$ cat config.mk
export PLATFORM = sky130hd
export DESIGN_NAME = ysyx_25040111_mem_arbiter
export DESIGN_NICKNAME = d
export VERILOG_FILES = /design/src/rtl/ysyx_25040111_mem_arbiter_pkg.sv /design/src/rtl/ysyx_25040111_mem_arbiter_rr_pick.sv /design/src/rtl/ysyx_25040111_mem_arbiter.sv
export SDC_FILE = /design/constraint.sdc
export NUM_CORES = 1
export LEC_CHECK = 0
export ABC_AREA = 1
export BUFFER_PORTS_ARGS = -buffer_cell sky130_fd_sc_hd__buf_2
export CELL_PAD_IN_SITES_DETAIL_PLACEMENT = 0
export CELL_PAD_IN_SITES_GLOBAL_PLACEMENT = 2
export CORE_AREA = 2 2 177 179
export CTS_BUF_LIST = sky130_fd_sc_hd__clkbuf_4
export CTS_CLUSTER_DIAMETER = 150
export CTS_CLUSTER_SIZE = 24
export DETAILED_ROUTE_END_ITERATION = 8
export DIE_AREA = 0 0 179 181
export GPL_TIMING_DRIVEN = 0
export PLACE_DENSITY = 0.81
export RECOVER_POWER = 100
export SYNTH_ARGS = -nofsm -noshare
export SYNTH_HDL_FRONTEND = slang
export SYNTH_SLANG_ARGS = --single-unit
$ cat constraint.sdc
create_clock -name clock -period 1.5 [get_ports clock]
set_clock_uncertainty 0.15 [all_clocks]
set_input_delay 0.15 -clock clock [delete_from_list [all_inputs] [get_ports clock]]
set_output_delay 0.15 -clock clock [all_outputs]
set_load 0.05 [all_outputs]
$ cat src/rtl/ysyx_25040111_mem_arbiter_pkg.sv
// Shared types for the N-master memory-request arbiter: FSM encoding,
// policy selectors and the latched request bundle.
package ysyx_25040111_mem_arbiter_pkg;

  localparam int ARB_FIXED = 0;
  localparam int ARB_RR    = 1;

  typedef enum logic [1:0] {
    ARB_IDLE = 2'd0,
    ARB_REQ  = 2'd1,
    ARB_RESP = 2'd2,
    ARB_ERR  = 2'd3
  } arb_state_e;

  typedef struct packed {
    logic        write;
    logic [31:0] addr;
    logic [31:0] wdata;
    logic [1:0]  mask;
    logic [7:0]  len;
    logic        rsign;
  } arb_req_t;

endpackage

$ cat src/rtl/ysyx_25040111_mem_arbiter_rr_pick.sv
// Combinational rotating-priority picker: the first requester at or after
// ptr_i wins, wrapping modulo N. With ptr_i tied to 0 it is plain fixed priority.
module ysyx_25040111_rr_pick #(
  parameter int N  = 2,
  parameter int PW = 1
) (
  input  logic [N-1:0]  req_i,
  input  logic [PW-1:0] ptr_i,
  output logic [N-1:0]  gnt_o
);

  logic [N-1:0] hi_mask;
  logic [N-1:0] hi_req;
  logic [N-1:0] sel_vec;

  // Prefer requesters at or above the pointer; otherwise wrap to the full set,
  // then isolate the lowest set bit.
  assign hi_mask = ~((N'(1) << ptr_i) - N'(1));
  assign hi_req  = req_i & hi_mask;
  assign sel_vec = (|hi_req) ? hi_req : req_i;
  assign gnt_o   = sel_vec & (~sel_vec + N'(1));

endmodule

$ cat src/rtl/ysyx_25040111_mem_arbiter.sv
// N-master arbiter onto the single LSU port: grants one master at a time and
// holds the grant for the whole transaction, with a response timeout.
module ysyx_25040111_mem_arbiter
  import ysyx_25040111_mem_arbiter_pkg::*;
#(
  parameter int N_MST    = 2,
  parameter int ARB_MODE = 0,
  parameter int TO_CYC   = 1024
) (
  input  logic                 clock,
  input  logic                 reset,
  input  logic [N_MST-1:0]     m_valid,
  output logic [N_MST-1:0]     m_ready,
  input  logic [N_MST-1:0]     m_write,
  input  logic [32*N_MST-1:0]  m_addr,
  input  logic [32*N_MST-1:0]  m_wdata,
  input  logic [2*N_MST-1:0]   m_mask,
  input  logic [8*N_MST-1:0]   m_len,
  input  logic [N_MST-1:0]     m_rsign,
  output logic [N_MST-1:0]     m_rvalid,
  input  logic [N_MST-1:0]     m_rready,
  output logic [31:0]          m_rdata,
  output logic                 m_rlast,
  output logic                 m_rerr,
  output logic                 s_valid,
  input  logic                 s_ready,
  output logic                 s_write,
  output logic [31:0]          s_addr,
  output logic [31:0]          s_wdata,
  output logic [1:0]           s_mask,
  output logic [7:0]           s_len,
  output logic                 s_rsign,
  input  logic                 s_rvalid,
  output logic                 s_rready,
  input  logic [31:0]          s_rdata,
  input  logic                 s_rlast,
  input  logic                 s_rerr
);

  localparam int PW = (N_MST > 1) ? $clog2(N_MST) : 1;

  arb_state_e       state_q, state_d;
  logic [N_MST-1:0] grant_q, grant_d;
  logic [PW-1:0]    rr_ptr_q, rr_ptr_d;
  logic [7:0]       beats_q, beats_d;
  logic [31:0]      to_cnt_q, to_cnt_d;
  arb_req_t         req_q, req_d;

  logic [N_MST-1:0] pick;
  logic [PW-1:0]    pick_ptr;
  logic [PW-1:0]    gidx;
  logic [PW-1:0]    ptr_next;
  arb_req_t         win_req;
  logic             own_rready;
  logic             to_hit;

  assign pick_ptr = (ARB_MODE == ARB_RR) ? rr_ptr_q : '0;

  ysyx_25040111_rr_pick #(
    .N  (N_MST),
    .PW (PW)
  ) u_pick (
    .req_i (m_valid),
    .ptr_i (pick_ptr),
    .gnt_o (pick)
  );

  always_comb begin
    win_req = '0;
    gidx    = '0;
    for (int i = 0; i < N_MST; i++) begin
      if (pick[i]) begin
        win_req.write = m_write[i];
        win_req.addr  = m_addr[32*i +: 32];
        win_req.wdata = m_wdata[32*i +: 32];
        win_req.mask  = m_mask[2*i +: 2];
        win_req.len   = m_len[8*i +: 8];
        win_req.rsign = m_rsign[i];
      end
      if (grant_q[i]) gidx = PW'(i);
    end
  end

  assign ptr_next   = (gidx == PW'(N_MST - 1)) ? '0 : gidx + PW'(1);
  assign own_rready = |(grant_q & m_rready);
  // Fires on the TO_CYC-th consecutive RESP cycle without a downstream beat.
  assign to_hit     = (TO_CYC != 0) && !s_rvalid && (to_cnt_q == 32'(TO_CYC - 1));

  assign s_write = req_q.write;
  assign s_addr  = req_q.addr;
  assign s_wdata = req_q.wdata;
  assign s_mask  = req_q.mask;
  assign s_len   = req_q.len;
  assign s_rsign = req_q.rsign;

  always_comb begin
    state_d  = state_q;
    grant_d  = grant_q;
    rr_ptr_d = rr_ptr_q;
    beats_d  = beats_q;
    to_cnt_d = to_cnt_q;
    req_d    = req_q;
    m_ready  = '0;
    m_rvalid = '0;
    m_rdata  = '0;
    m_rlast  = 1'b0;
    m_rerr   = 1'b0;
    s_valid  = 1'b0;
    s_rready = 1'b0;
    unique case (state_q)
      ARB_IDLE: begin
        if (|m_valid) begin
          grant_d = pick;
          req_d   = win_req;
          state_d = ARB_REQ;
        end
      end
      ARB_REQ: begin
        s_valid = 1'b1;
        if (s_ready) begin
          m_ready  = grant_q;
          beats_d  = req_q.write ? 8'd0 : req_q.len;
          to_cnt_d = '0;
          state_d  = ARB_RESP;
        end
      end
      ARB_RESP: begin
        s_rready = own_rready;
        m_rvalid = grant_q & {N_MST{s_rvalid}};
        m_rdata  = s_rdata;
        m_rlast  = s_rlast | (beats_q == 8'd0) | s_rerr;
        m_rerr   = s_rerr;
        to_cnt_d = s_rvalid ? '0 : to_cnt_q + 32'd1;
        // A downstream error terminates the burst early on that beat.
        if (s_rvalid && own_rready) begin
          if (beats_q == 8'd0 || s_rerr) begin
            state_d = ARB_IDLE;
            grant_d = '0;
            if (ARB_MODE == ARB_RR) rr_ptr_d = ptr_next;
          end else begin
            beats_d = beats_q - 8'd1;
          end
        end else if (to_hit) begin
          state_d = ARB_ERR;
        end
      end
      ARB_ERR: begin
        m_rvalid = grant_q;
        m_rlast  = 1'b1;
        m_rerr   = 1'b1;
        if (own_rready) begin
          state_d = ARB_IDLE;
          grant_d = '0;
          if (ARB_MODE == ARB_RR) rr_ptr_d = ptr_next;
        end
      end
      default: state_d = ARB_IDLE;
    endcase
  end

  always_ff @(posedge clock or negedge reset) begin
    if (!reset) begin
      state_q  <= ARB_IDLE;
      grant_q  <= '0;
      rr_ptr_q <= '0;
      beats_q  <= '0;
      to_cnt_q <= '0;
      req_q    <= '0;
    end else begin
      state_q  <= state_d;
      grant_q  <= grant_d;
      rr_ptr_q <= rr_ptr_d;
      beats_q  <= beats_d;
      to_cnt_q <= to_cnt_d;
      req_q    <= req_d;
    end
  end

endmodule

Yosys cells after proc, flatten, opt, wreduce, memory -nomap -nowiden
Cells that the tools add are included.
{"block": "totals", "register_bits": 120, "inputBits": 194, "out_inout_bits": 116, "word_cells": 74}
{"block": "op_classes", "addsub": 3, "eq_ne": 12, "n_mux": 28, "bitwise": 6, "reduce_logical": 15}
{"cell": "2-to-1 mux 76 bit", "count": 2}
{"cell": "2-to-1 mux 32 bit", "count": 3}
{"cell": "one-hot mux 32 bit (2 select lines)", "count": 1}
{"cell": "adder 32 x 1 -> 32 bit (second input constant)", "count": 1}
{"cell": "== test 32 x 10 -> 1 bit (second input constant)", "count": 1}
{"cell": "2-to-1 mux 8 bit", "count": 4}
{"cell": "2-to-1 mux 2 bit", "count": 10}
{"cell": "one-hot mux 8 bit (2 select lines)", "count": 1}
{"cell": "inequality test 2 bit (second input constant)", "count": 6}
{"cell": "AND reduction 5 bit", "count": 2}
{"cell": "zero test 8 bit", "count": 1}
{"cell": "one-hot mux 2 bit (4 select lines)", "count": 1}
{"cell": "subtractor 8 x 1 -> 8 bit (second input constant)", "count": 1}
{"cell": "bitwise AND 2 bit", "count": 3}
{"cell": "inequality test 3 bit (second input constant)", "count": 2}
{"cell": "one-hot mux 2 bit (3 select lines)", "count": 1}
{"cell": "== test 2 bit (second input constant)", "count": 2}
{"cell": "one-hot mux 1 bit (2 select lines)", "count": 2}
{"cell": "one-hot mux 2 bit (2 select lines)", "count": 1}
{"cell": "AND reduction 2 bit", "count": 2}
{"cell": "AND reduction 4 bit", "count": 1}
{"cell": "OR reduction 2 bit", "count": 2}
{"cell": "nonzero test 3 bit", "count": 1}
{"cell": "adder 2 x 1 -> 2 bit (second input constant)", "count": 1}
{"cell": "9 further kinds", "count": 12}

Longest topological paths before layout
Gate-level depths: netlist of the first run.
{"block": "depth", "depth_word": 5, "mapped_depth": 11, "mapped_depth_nobuf": 11}

Cells and area by module
From an unflattened synthesis of the first run, not the netlist that was laid out.
{"block": "unflattened", "cells_unflattened": 946, "hier_area_um2": 6791.5}
{"mod": "ysyx_25040111_mem_arbiter", "n_inst": 1, "cells_each": 942, "area_each_um2": 6764.0, "seq_area_each_um2": 3002.9}
{"mod": "ysyx_25040111_rr_pick", "n_inst": 1, "cells_each": 4, "area_each_um2": 27.5, "seq_area_each_um2": 0.0}

Worst setup path before layout of the first run
Ideal clock, no wire load.
{"block": "synth_timing", "kind": "register to output", "startpoint": "register state_q[0]", "endpoint": "output m_ready[0]", "arrival_ps": 2159, "t_required_ps": 1200, "setup_slack_ps": -959, "stages_incl_launch_ff": 5, "path_buffers": 0, "path_cell_list": "dfrtp_1 -> inv_1 -> nor2_1 -> nand2_2 -> nor2_1"}
{"block": "synth_between", "elab_chain_len": 2}
{"item": "from (decl)", "line_no": "ysyx_25040111_mem_arbiter.sv:42", "text": "arb_state_e state_q, state_d;"}
{"item": "from (signal assigned)", "line_no": "ysyx_25040111_mem_arbiter.sv:170", "text": "state_q <= state_d;"}
{"item": "== test 2 x 1 -> 1 bit", "line_no": "ysyx_25040111_mem_arbiter.sv:110", "text": "unique case (state_q)"}
{"item": "2-to-1 mux 2 bit", "line_no": "ysyx_25040111_mem_arbiter.sv:110"}
{"item": "to (decl)", "line_no": "ysyx_25040111_mem_arbiter.sv:13", "text": "output logic [N_MST-1:0] m_ready,"}
No other way between the ends.

Worst setup path in the final report of the first run
{"block": "layout_timing", "startpoint": "register state_q[0]", "endpoint": "output m_rdata[12]"}
{"block": "layout_between", "elab_chain_len": 2}
{"item": "== test 2 bit", "line_no": "ysyx_25040111_mem_arbiter.sv:110"}
{"item": "2-to-1 mux 32 bit", "line_no": "ysyx_25040111_mem_arbiter.sv:110"}
{"item": "to (decl)", "line_no": "ysyx_25040111_mem_arbiter.sv:22", "text": "output logic [31:0] m_rdata,"}
No other way between the ends.

==> results of run 1 <==
==> per-stage QoR <==
step / setup slack [ns] / power [µW]
after CTS: -0.7351 / 23190
after floorplan: -0.1792 / 14270
after global placement: -2.022 / 17500
final: -0.6775 / 25680
after detailed placement: -0.7029 / 17570
after global routing: -0.7859 / 27030
==> metal layers <==
metal | routed length, µm | vias to the layer above | GRT usage [%]
met5 | 0 | - | 0
met4 | 758 | 0 | 6.309
met3 | 1591 | 57 | 4.082
met2 | 16400 | 272 | 33.35
met1 | 13690 | 4254 | 24.35
li1 | - | 4260 | -
==> placed cells by master, fill, tap and decap left out, types with 47 or more instances in the layout <==
cell	synthesis	final
buf_2	18	194
dlygate4sd3_1	0	157
inv_1	166	155
nand2_1	150	139
buf_6	2	117
nand3_1	120	114
dfrtp_1	120	113
a22oi_1	78	47
nor2_1	98	47
==> sequential cells by signal (all words and copies together), names as in the netlist <==
signal	flops
s_rsign	1
s_len	8
state_q	2
s_addr	32
to_cnt_q	32
s_write	1
s_mask	2
s_wdata	32
beats_q	8
grant_q	2
==> power by group <==
part	switching, µW	total (µW)	internal, µW
clock	1590	2320	727
combinational	10500	17900	7440
sequential	1000	5470	4470
total	13000	25700	12600
==> synth_stat cells, types with 6 or more instances <==
cell type / count
nor2_1: 98
nand4_1: 7
o21ai_0: 34
o22ai_1: 7
dfrtp_1: 120
a22oi_1: 78
nand3_1: 120
xor2_1: 6
a21oi_1: 87
nand2_1: 150
buf_2: 18
nor3_1: 6
clkbuf_1: 32
inv_1: 166
==> worst paths after layout <==
path / to / start
worst max-delay path: m_rdata[12] / state_q[0]$_DFFE_PN0P_
min in group asynchronous: to_cnt_q[11]$_DFFE_PN0P_ / reset
worst min-delay path: to_cnt_q[0]$_DFFE_PN0P_ / s_rvalid
max in group asynchronous: state_q[0]$_DFFE_PN0P_ / reset
worst min register to register: to_cnt_q[31]$_DFFE_PN0P_ / to_cnt_q[31]$_DFFE_PN0P_
worst max register to register: s_addr[23]$_DFFE_PN0P_ / state_q[0]$_DFFE_PN0P_
==> logic make-up (layout without fill, tap and decap cells) <==
logic type	count (synthesis)	after routing	synth area share, %
buffers and inverters	224	788	12.76
flip-flops	120	120	43.27
AND/OR/NAND/NOR	388	389	23.87
other	0	3	0
adder cells (fa/ha/maj)	3	3	0.5409
XOR/XNOR	7	7	0.8834
AO/OA/AOI/OAI	214	215	18.68
==> what timing repair did <==
| action | in CTS | in global routing |
|---|---|---|
| endpoints found under the hold margin | 203 | 5 |
| endpoints found under the setup margin | 236 | 236 |
| pin swaps | 18 | 13 |
| cloned | 11 | 2 |
| gates resized for setup | 256 | 301 |
| buffers inserted | 28 | 30 |
| hold buffers | 156 | 1 |
==> cell type report <==
type | instances | area share, %
Antenna cell | 3 | 0.05532
Multi-Input combinational cell | 614 | 29.33
Tap cell | 396 | 3.651
Timing Repair Buffer | 532 | 34.17
Sequential cell | 120 | 22.19
Clock inverter | 15 | 0.9774
Buffer | 54 | 3.827
Clock buffer | 17 | 0.9405
Inverter | 170 | 4.850
==> critical path: cells and delay by family (launching register included) <==
family                 cells  cell delay [ns]
flip-flops                 1             0.45
AND/OR/NAND/NOR            2             0.25
buffers and inverters      5             0.62
==> results.md, run 1 <==
* Gpl congestion at between 0.7 and 0.8
* Number of detailed-route iterations in the first pass at 6
* H-tree depth at 4
* Lkg Pwr at 0.006359 µW
* Status: finished with violations
* Count of final setup violators at 165
* Startpoint types: register
* Max_slew headroom at 37.45%
* Total GRT Usage at 19.53%
* Final net count at 1706
* Fmax at 459.2 MHz
* Final core utilization at about 45%
* CP required at roughly 1.2 ns
* Die H at 181 µm
* Synth top area share at 43.27%
* CP Max Fanout at 6
* Clock-pin slew on the worst setup and hold paths at around 0.14 ns
* Final Hold Viols at 0
* WL final at 32.44 mm
* Share of layout cells above drive strength 1 at 41.13%
* Overflow after GRT at 0
* FILL cells at 2931
* Number of global-route vias before repair at ~9000
* Initial drt markers at 382
* Io pins at slightly above 300
* Design Area, Final at 13570 µm²
* Post-Syn Area at approximately 6900 µm²
* Post-synth EDFFs at 0
* WS Path Type: register to output pin
* Largest net degree at the start of global routing at 67
* Hold WS at 0.06366 ns
* Post-synth top area cell: dfrtp_1
* Num CTS Buffers at 17
* Crit end category: output pin
* Final Cycle Share at 145.2%
* Peak VDD IR at approximately 1.5 mV
* Hold Crit Class: input port to register
* Cell variety after synth at 31
* Final Slew Violations at 0
* Layout area overhead at 95.51%
* Multi-input gate area at 3980 µm²
* Max clock buf depth at 2
* DR DRC count at 0
* Sequential area share after synthesis at 43.27%
* Max_cap viols at 0
* Most used flip-flop cell after synthesis: dfrtp_1
* Syn nets at 1153
* Synth warn at 0
* Hold path depth at 7
* Failing checks: setup timing
* Worst slew pin tran at 0.9382 ns
* Power Density at 1893 nW/µm²
* Wire length per cell at roughly 17 µm
* Die W at 179 µm
* Placed instance area at 9413 µm²
* Crit-path slowest cell: dfrtp_2
* RSZ-0062 raised after global routing: true
* Initial antenna violation count at 3
* Syn Inst Count at 956
* Vias at slightly below 9000
* Fin Setup TNS at -62.55 ns
* Cells on worst reg2reg path at 9
* Final WS setup at -0.6775 ns
* Top post-synthesis cells by area: dfrtp_1, inv_1, nand3_1, a22oi_1, nand2_1
* First-pass GRT wire length at between 40 and 50 mm
* Die area at approximately 32000 µm²
* ANT nets after route at 0
* Cell breakdown of the critical path: nor2_4 > buf_8 > inv_8 > buf_12 > buf_16 > nor2_4 > buf_8
* Initial Utilization at 22.87%
* Register bit total from synthesis at 120
* Vias per cell at 4.603
* Dpl hpwl at 22.06 mm
* Cell row count at 64
* R2R setup slack at -0.46 ns
* Post-synth ARST share at between 90% and 100%
* Slowest stage delay, CP at 0.45 ns
* Root buffer cell: clkbuf_4
* CTS tree: done
* CP Data Arrival Time at approximately 1.9 ns
* Core area at between 30000 and 40000 µm²
* Finished Layout Cells at 1921
* Placed Cells at 1660
* Mean Syn Cell Area at a little over 7 µm²
* Worst-skew pair later-pin latency at 0.55 ns
* Clock sinks at 120
* Sequential cell area at about 3000 µm²
* Clock period minus final worst setup slack at around 2.2 ns
* Port bufs at approximately 300
(Power assumes the default switching activity.)
==> inputs of run 2 (changes only) <==
- CORE_AREA: 2 2 177 179 -> 2 2 175 177
- DIE_AREA: 0 0 179 181 -> 0 0 177 179
- PLACE_DENSITY: 0.81 -> 0.83
- SYNTH_HIERARCHICAL: not set -> 1
- clock period: 1.5 -> 2 ns (I/O delays scaled with it)
==> run 2 against run 1 <==
Compared with the run above:
- the flow still finishes with violations (setup timing)
- count of clock-buffer cells in the layout did not move
- first-iteration DRC count rose by 18%
- setup slack improved by 0.49 ns
- clock power fell by 29%
- wire length fell by 7.4%
- final cell count fell by 2.7%
- critical path depth fell by 3
- die area fell by 2.2%
- non-clock buffer count fell by 42
- synthesized cell count fell by 1.0%
- critical path type unchanged
- highest routed layer unchanged
==> results.md, run 2 <==
* Number of global-route vias before repair at 8251 (-8.3%)
* Lkg Pwr at 0.005259 µW (-17%)
* Overflow after GRT at 0 (unchanged)
* Initial drt markers at 452 (+18%)
* Clock sinks at 120 (unchanged)
* FILL cells at 3121 (+6.5%)
* Die W at 177 µm (-1.1%)
* H-tree depth at 4 (unchanged)
* Top post-synthesis cells by area: dfrtp_1, nand2_1, nor2_1, nand3_1, a21oi_1
* Failing checks: setup timing
* Internal at 6740 µW (-47%)
* Most used flip-flop cell after synthesis: dfrtp_1
* Most common cell after layout, fill and taps aside: buf_2
* Leading cell types in the layout, fill and taps excluded: buf_2, nand2_1, dlygate4sd3_1
* Placed Cells at 1653 (-0.42%)
* Hold WS at 0.09199 ns (+0.02833 ns)
* Count of final setup violators at 72 (-56%)
* Final Cycle Share at 109.2%
* Die area at 31680 µm² (-2.2%)
* Max_cap viols at 0 (unchanged)
* Worst-skew pair later-pin latency at 0.54 ns (about the same)
* Placed instance area at 8931 µm² (-5.1%)
* Post-synth EDFFs at 0 (unchanged)
* Design Area, Final at 11570 µm² (-15%)
* ANT nets after route at 0 (unchanged)
* Sw Ratio at 56.86% (+6.1 points)
* Finished Layout Cells at 1870 (-2.7%)
* WL final at 30.04 mm (-7.4%)
* CTS tree: done
* Hold Crit Class: input port to register
* Io pins at 310 (unchanged)
* Layout area overhead at 70.34%
* Wire length per cell at 16.06 µm (-4.9%)
* Worst slew pin tran at 1.098 ns (+0.1600 ns)
* Final net count at 1657 (-2.9%)
* Fmax at about 460 MHz
* Final Slew Violations at 0 (unchanged)
* Num CTS Buffers at 17 (unchanged)
* Met2 layer usage reported by global route at 31.86% (-1.5 points)
* Power Density at 1351 nW/µm² (-29%)
* Largest net degree at the start of global routing at 73 (+9.0%)
* Combinational power share at 64.2% (-5.4 points)
* Post-synth top area cell: dfrtp_1
* Initial Utilization at 22.62% (-0.25 points)
* Max_slew headroom at 26.79% (-11 points)
* Post-Syn Area at 6792 µm² (-2.1%)
* Commonest cells in the netlist: nand2_1, nor2_1, dfrtp_1
* Dpl hpwl at 22.06 mm (about the same)
* Core area at 30030 µm² (-1.1%)
* Mean Syn Cell Area at 7.179 µm² (-1.1%)
* Share of layout cells above drive strength 1 at 28.26% (-13 points)
* M1 GR Usage at 22.64% (-1.7 points)
* Syn Inst Count at 946 (-1.0%)
* Final Hold Viols at 0 (unchanged)
* Status: finished with violations
* Pre-CTS setup slack at -0.1548 ns (+0.5482 ns)
* CP Max Fanout at 4 (-2)
* Clk pwr share at 10.6% (+1.6 points)
* Register bit total from synthesis at 120 (unchanged)
* Startpoint types: register
* CP required at 1.65 ns (+0.45 ns)
* Number of detailed-route iterations in the first pass at 5 (-1)
* RSZ-0062 raised after global routing: true
* First-pass GRT wire length at 44.93 mm (-8.3%)
* Max clock buf depth at 2 (unchanged)
* Global route hottest layer: met2
* Synth warn at 6 (+6)
* CP Data Arrival Time at 1.83 ns (-0.05 ns)
* Vias at 8459 (-4.3%)
* Root buffer cell: clkbuf_4
* Net Switching at 8885 µW (-32%)
* Cell row count at 64 (unchanged)
* Synth top area share at 44.22% (+0.95 points)
* Cell variety after synth at 36 (+16%)
* Clock-pin slew on the worst setup and hold paths at 0.11 ns (-0.03 ns)
* Final WS setup at -0.1840 ns (+0.4935 ns)
* Port bufs at 309 (+0.65%)
* Vias per cell at 4.524 (-1.7%)
* Gpl congestion at 0.8313 (+6.1%)
* Clock period minus final worst setup slack at 2.184 ns
* Initial antenna violation count at 1 (-2)
* Peak VDD IR at 1.053 mV (-28%)
* Total GRT Usage at 18.22% (-1.3 points)
* WS Path Type: register to output pin
* Sequential area share after synthesis at 44.22% (+0.95 points)
* Post-synth ARST share at 100.0% (unchanged)
* DR DRC count at 0 (unchanged)
* Seq pwr share at 25.3% (+4.0 points)
* Count leader, synth: nand2_1
* M3 GR Usage at 3.732% (-0.35 points)
* Die H at 179 µm (-1.1%)
* Crit end category: output pin
## run 2: cell types whose count changed after synthesis, sizes merged, moves of 12 or more
cell,change
nand2,+18
nor2,+67
a22oi,-73
a21oi,+20
clkbuf,-12
a31oi,+29
inv,-73
## run 2: per-layer routing
layer  vias up  part of all wire [%]
met5         -                     0
met4         0                   2.0
met3        35                   5.3
met2       304                    51
met1      3974                    42
li1       4146                     -
## run 2: worst max-delay path, cell delays in order, from the launching register on
cell and delay [ns]:
dfrtp_1 0.48, buf_4 0.15, inv_1 0.08, a21oi_1 0.32
buf_4 0.27
## run 2: layout make-up
class	count	area, µm²	area share, %
Timing Repair Buffer	494	3591	31.04
Multi-Input combinational cell	680	3557	30.75
Sequential cell	120	3005	25.98
Tap cell	396	495.5	4.283
Inverter	96	372.9	3.223
Buffer	50	289.0	2.498
Clock buffer	17	127.6	1.103
Clock inverter	14	113.9	0.9842
Timing Repair inverter	1	11.26	0.09734
Antenna cell	2	5.005	0.04326
## run 2: power by group through the flow
| stage | Clock, µW | Sequential (µW) | Combinational [µW] |
|---|---|---|---|
| floorplan | 0 | 6690 | 3480 |
| global placement | 0 | 3950 | 8710 |
| detailed placement | 0 | 3960 | 8740 |
| CTS | 1720 | 3920 | 9900 |
| global route | 1820 | 4060 | 10700 |
| finish | 1650 | 3950 | 10000 |
## run 2: through the flow
step                utilization [%]  TNS (ns)  total power, µW
floorplan                         -    -1.045            10170
global placement              29.63   -154.66            12660
detailed placement            29.74    -3.597            12700
CTS                           38.00    -4.188            15540
global route                  38.52    -18.58            16540
finish                        38.53    -4.176            15620
## run 2: kinds of logic (layout without fill, tap and decap cells)
logic type      after synthesis  count (layout)  share of synthesized area [%]
buf+inv                     147             672                          8.990
fa+ha+maj                     3               3                         0.5527
other cells                   1               4                        0.05522
xor+xnor                      8               8                          1.032
simple gates                476             476                          29.73
flops                       120             120                          44.22
compound gates              191             191                          15.42
## run 2: repair_timing
action | CTS | global route
hold buffers | 157 | 0
endpoints found under the hold margin | 198 | 0
gates resized for setup | 154 | 47
setup endpoints to repair | 46 | 57
buffers inserted | 13 | 12
pin swaps | 4 | 9
gates cloned | 1 | 3
## run 2: path summary, 6_finish.rpt
kind / from / endpoint / slack (ns) / cells after the start
min in group asynchronous: reset / s_addr[18]$_DFFE_PN0P_ / 0.39 / 3
max in group asynchronous: reset / to_cnt_q[10]$_DFFE_PN0P_ / 0.19 / 4
min reg2reg: s_wdata[28]$_DFFE_PN0P_ / s_wdata[28]$_DFFE_PN0P_ / 0.39 / 2
max: state_q[0]$_DFFE_PN0P_ / m_rerr / -0.18 / 4
min: s_ready / state_q[1]$_DFFE_PN0P_ / 0.09 / 7
max reg2reg: state_q[0]$_DFFE_PN0P_ / to_cnt_q[15]$_DFFE_PN0P_ / -0.12 / 9
==> inputs of run 3 (changes only) <==
- CELL_PAD_IN_SITES_GLOBAL_PLACEMENT: 2 -> 1
- CORE_AREA: 2 2 175 177 -> 3 3 155 157
- DIE_AREA: 0 0 177 179 -> 0 0 158 160
- PLACE_DENSITY: 0.83 -> 0.82
==> run 3 against run 2 <==
Compared with the run above:
- the run ends with capacitance limit, slew limit, setup timing left
- final cell count shrank 6.3%
- total power up 1.2%
- count of clock-buffer cells in the layout did not move
==> results.md, run 3 (synthesis results as in run 2) <==
* Core area at 22640 µm² (-25%)
* Vias at 8672 (+2.5%)
* Clock sinks at 120 (unchanged)
* FILL cells at 2142 (-31%)
* R2R setup slack at -0.14 ns (-0.02 ns)
* Gpl congestion at 0.8868 (+6.7%)
* Clock period minus final worst setup slack at 2.201 ns (+0.01697 ns)
* CP required at 1.65 ns (about the same)
* Cell breakdown of the critical path: buf_4 > buf_4 > inv_4 > a21oi_1 > buf_4
* Max_slew headroom at -2.784% (-30 points)
* Worst-skew pair later-pin latency at 0.55 ns (about the same)
* Hold Crit Class: input port to register
* Cells on worst reg2reg path at 9 (unchanged)
* WS Path Type: register to output pin
* H-tree depth at 4 (unchanged)
* Num CTS Buffers at 17 (unchanged)
* Cell row count at 55 (-14%)
* CP Data Arrival Time at 1.85 ns (+0.02 ns)
* Peak VDD IR at 0.9162 mV (-13%)
* Worst slew pin tran at 1.542 ns (+0.4436 ns)
* Cell count along the critical path at 5 (+1)
* Die W at 158 µm (-11%)
* Final Slew Violations at 61 (+61)
* CTS tree: done
* Final Cycle Share at 110.0% (+0.85 points)
* Placed Cells at 1542 (-6.7%)
* M3 GR Usage at 5.474% (+1.7 points)
* Global route hottest layer: met2
* Final Hold Viols at 0 (unchanged)
* Crit-path slowest cell: dfrtp_2
* Failing checks: capacitance limit, slew limit, setup timing
* Io pins at 310 (unchanged)
* Status: finished with violations
* ANT nets after route at 0 (unchanged)
* Port bufs at 309 (unchanged)
* RSZ-0062 raised after global routing: true
* Die area at 25280 µm² (-20%)
* Initial drt markers at 529 (+17%)
* Overflow after GRT at 0 (unchanged)
* Delay-heaviest family, CP: buffers and inverters
* Crit end category: output pin
* Root buffer cell: clkbuf_4
* Fmax at 454.3 MHz (-0.77%)
* Number of global-route vias before repair at 8858 (+7.4%)
* Hold path depth at 7 (unchanged)
* Dpl hpwl at 20.99 mm (-4.8%)
* DR DRC count at 0 (unchanged)
* Max clock buf depth at 2 (unchanged)
* Pre-CTS setup slack at -0.1028 ns (+0.05196 ns)
* Total GRT Usage at 23.27% (+5.0 points)
* CP Max Fanout at 4 (unchanged)
* Count of final setup violators at 44 (-39%)
* Number of detailed-route iterations in the first pass at 5 (unchanged)
* Lkg Pwr at 0.005199 µW (-1.1%)
* Die H at 160 µm (-11%)
* Layout area overhead at 67.70%
* Wire length per cell at 17.20 µm (+7.1%)
* Initial antenna violation count at 3 (+2)
* Sequential cell area at 3007 µm² (about the same)
* WP buf/inv at 4 (+1)
* Tot Pwr at 15820 µW (+1.2%)
* WL final at 30.14 mm (+0.33%)
* Final WS setup at -0.2010 ns (-0.01697 ns)
* Most common cell after layout, fill and taps aside: buf_2
* Slowest stage delay, CP at 0.43 ns (-0.05 ns)
* Final net count at 1648 (-0.54%)
* Max_cap viols at 1 (+1)
* Startpoint types: register
* Leading cell types in the layout, fill and taps excluded: buf_2, nand2_1, dlygate4sd3_1
* CP most frequent cell: buf_4
* Multi-input gate area at 3515 µm² (-1.2%)
* Clock-pin slew on the worst setup and hold paths at 0.14 ns (+0.03 ns)
* Met2 layer usage reported by global route at 37.62% (+5.8 points)
* Finished Layout Cells at 1752 (-6.3%)
* Largest net degree at the start of global routing at 62 (-15%)
* Initial Utilization at 30.00% (+7.4 points)
* Power Density at 1389 nW/µm² (+2.8%)
* M1 GR Usage at 28.30% (+5.7 points)
* Share of layout cells above drive strength 1 at 27.12% (-1.1 points)
* First-pass GRT wire length at 46.73 mm (+4.0%)
* Vias per cell at 4.950 (+9.4%)
[run 3: changes by cell type in the layout (fill, tap and decap cells not counted), moves of 4 or more]
cell,change
clkbuf_2,-12
o21ai_1,-4
o21ai_0,+4
nor2_1,+5
clkbuf_1,+8
nor2_4,-4
buf_2,-5
buf_6,+4
[run 3: cell type report]
type / count / area share (%)
Timing Repair Buffer: 486 / 31.07
Multi-Input combinational cell: 680 / 30.86
Sequential cell: 120 / 26.40
Inverter: 96 / 3.252
Tap cell: 285 / 3.131
Buffer: 50 / 2.856
Clock inverter: 15 / 1.252
Clock buffer: 17 / 1.121
Antenna cell: 3 / 0.06591
[run 3: path summary, 6_finish.rpt]
path | from | to
hold reg to reg | s_mask[0]$_DFFE_PN0P_ | s_mask[0]$_DFFE_PN0P_
min in group asynchronous | reset | to_cnt_q[7]$_DFFE_PN0P_
setup reg to reg | state_q[1]$_DFFE_PN0P_ | to_cnt_q[30]$_DFFE_PN0P_
hold / removal | s_rerr | state_q[1]$_DFFE_PN0P_
max in group asynchronous | reset | state_q[0]$_DFFE_PN0P_
setup / recovery | state_q[0]$_DFFE_PN0P_ | m_rerr
[run 3: where the power goes]
| part | total (µW) | internal, µW | switching, µW |
|---|---|---|---|
| sequential | 3950 | 3360 | 598 |
| clock | 1780 | 643 | 1140 |
| combinational | 10100 | 2890 | 7190 |
[run 3: per-stage QoR]
| step | utilization [%] | setup TNS, ns | hold WS [ns] | area [µm²] |
|---|---|---|---|---|
| 2_1_floorplan | - | -1.045 | -0.2456 | 6855 |
| 3_3_place_gp | 38.68 | -148.71 | 0.3098 | 8758 |
| 3_5_place_dp | 38.83 | -2.097 | 0.09408 | 8792 |
| 4_1_cts | 49.86 | -5.858 | 0.02638 | 11290 |
| 5_1_grt | 50.30 | -10.88 | 0.1131 | 11390 |
| 6_report | 50.31 | -5.183 | 0.07542 | 11390 |
[run 3: worst min-delay path, delay by kind of cell]
kind / cells / cell delay [ns]
and+or+nand+nor: 4 / 0.30
buffers and inverters: 3 / 0.26
[run 3: what timing repair did]
item	in CTS	in global routing
pin swaps	4	4
buffers inserted	12	7
endpoints found under the hold margin	201	0
endpoints found under the setup margin	43	47
cloned	2	0
resized for setup	153	49
hold buffers	155	0
[run 3: per-layer routing]
layer	wire length, µm	part of all wire [%]	vias to the layer above
met1	11840	39	4056
met3	2068	6.9	96
met5	13	0.043	-
met4	1730	5.7	2
met2	14490	48	391
li1	-	-	4127
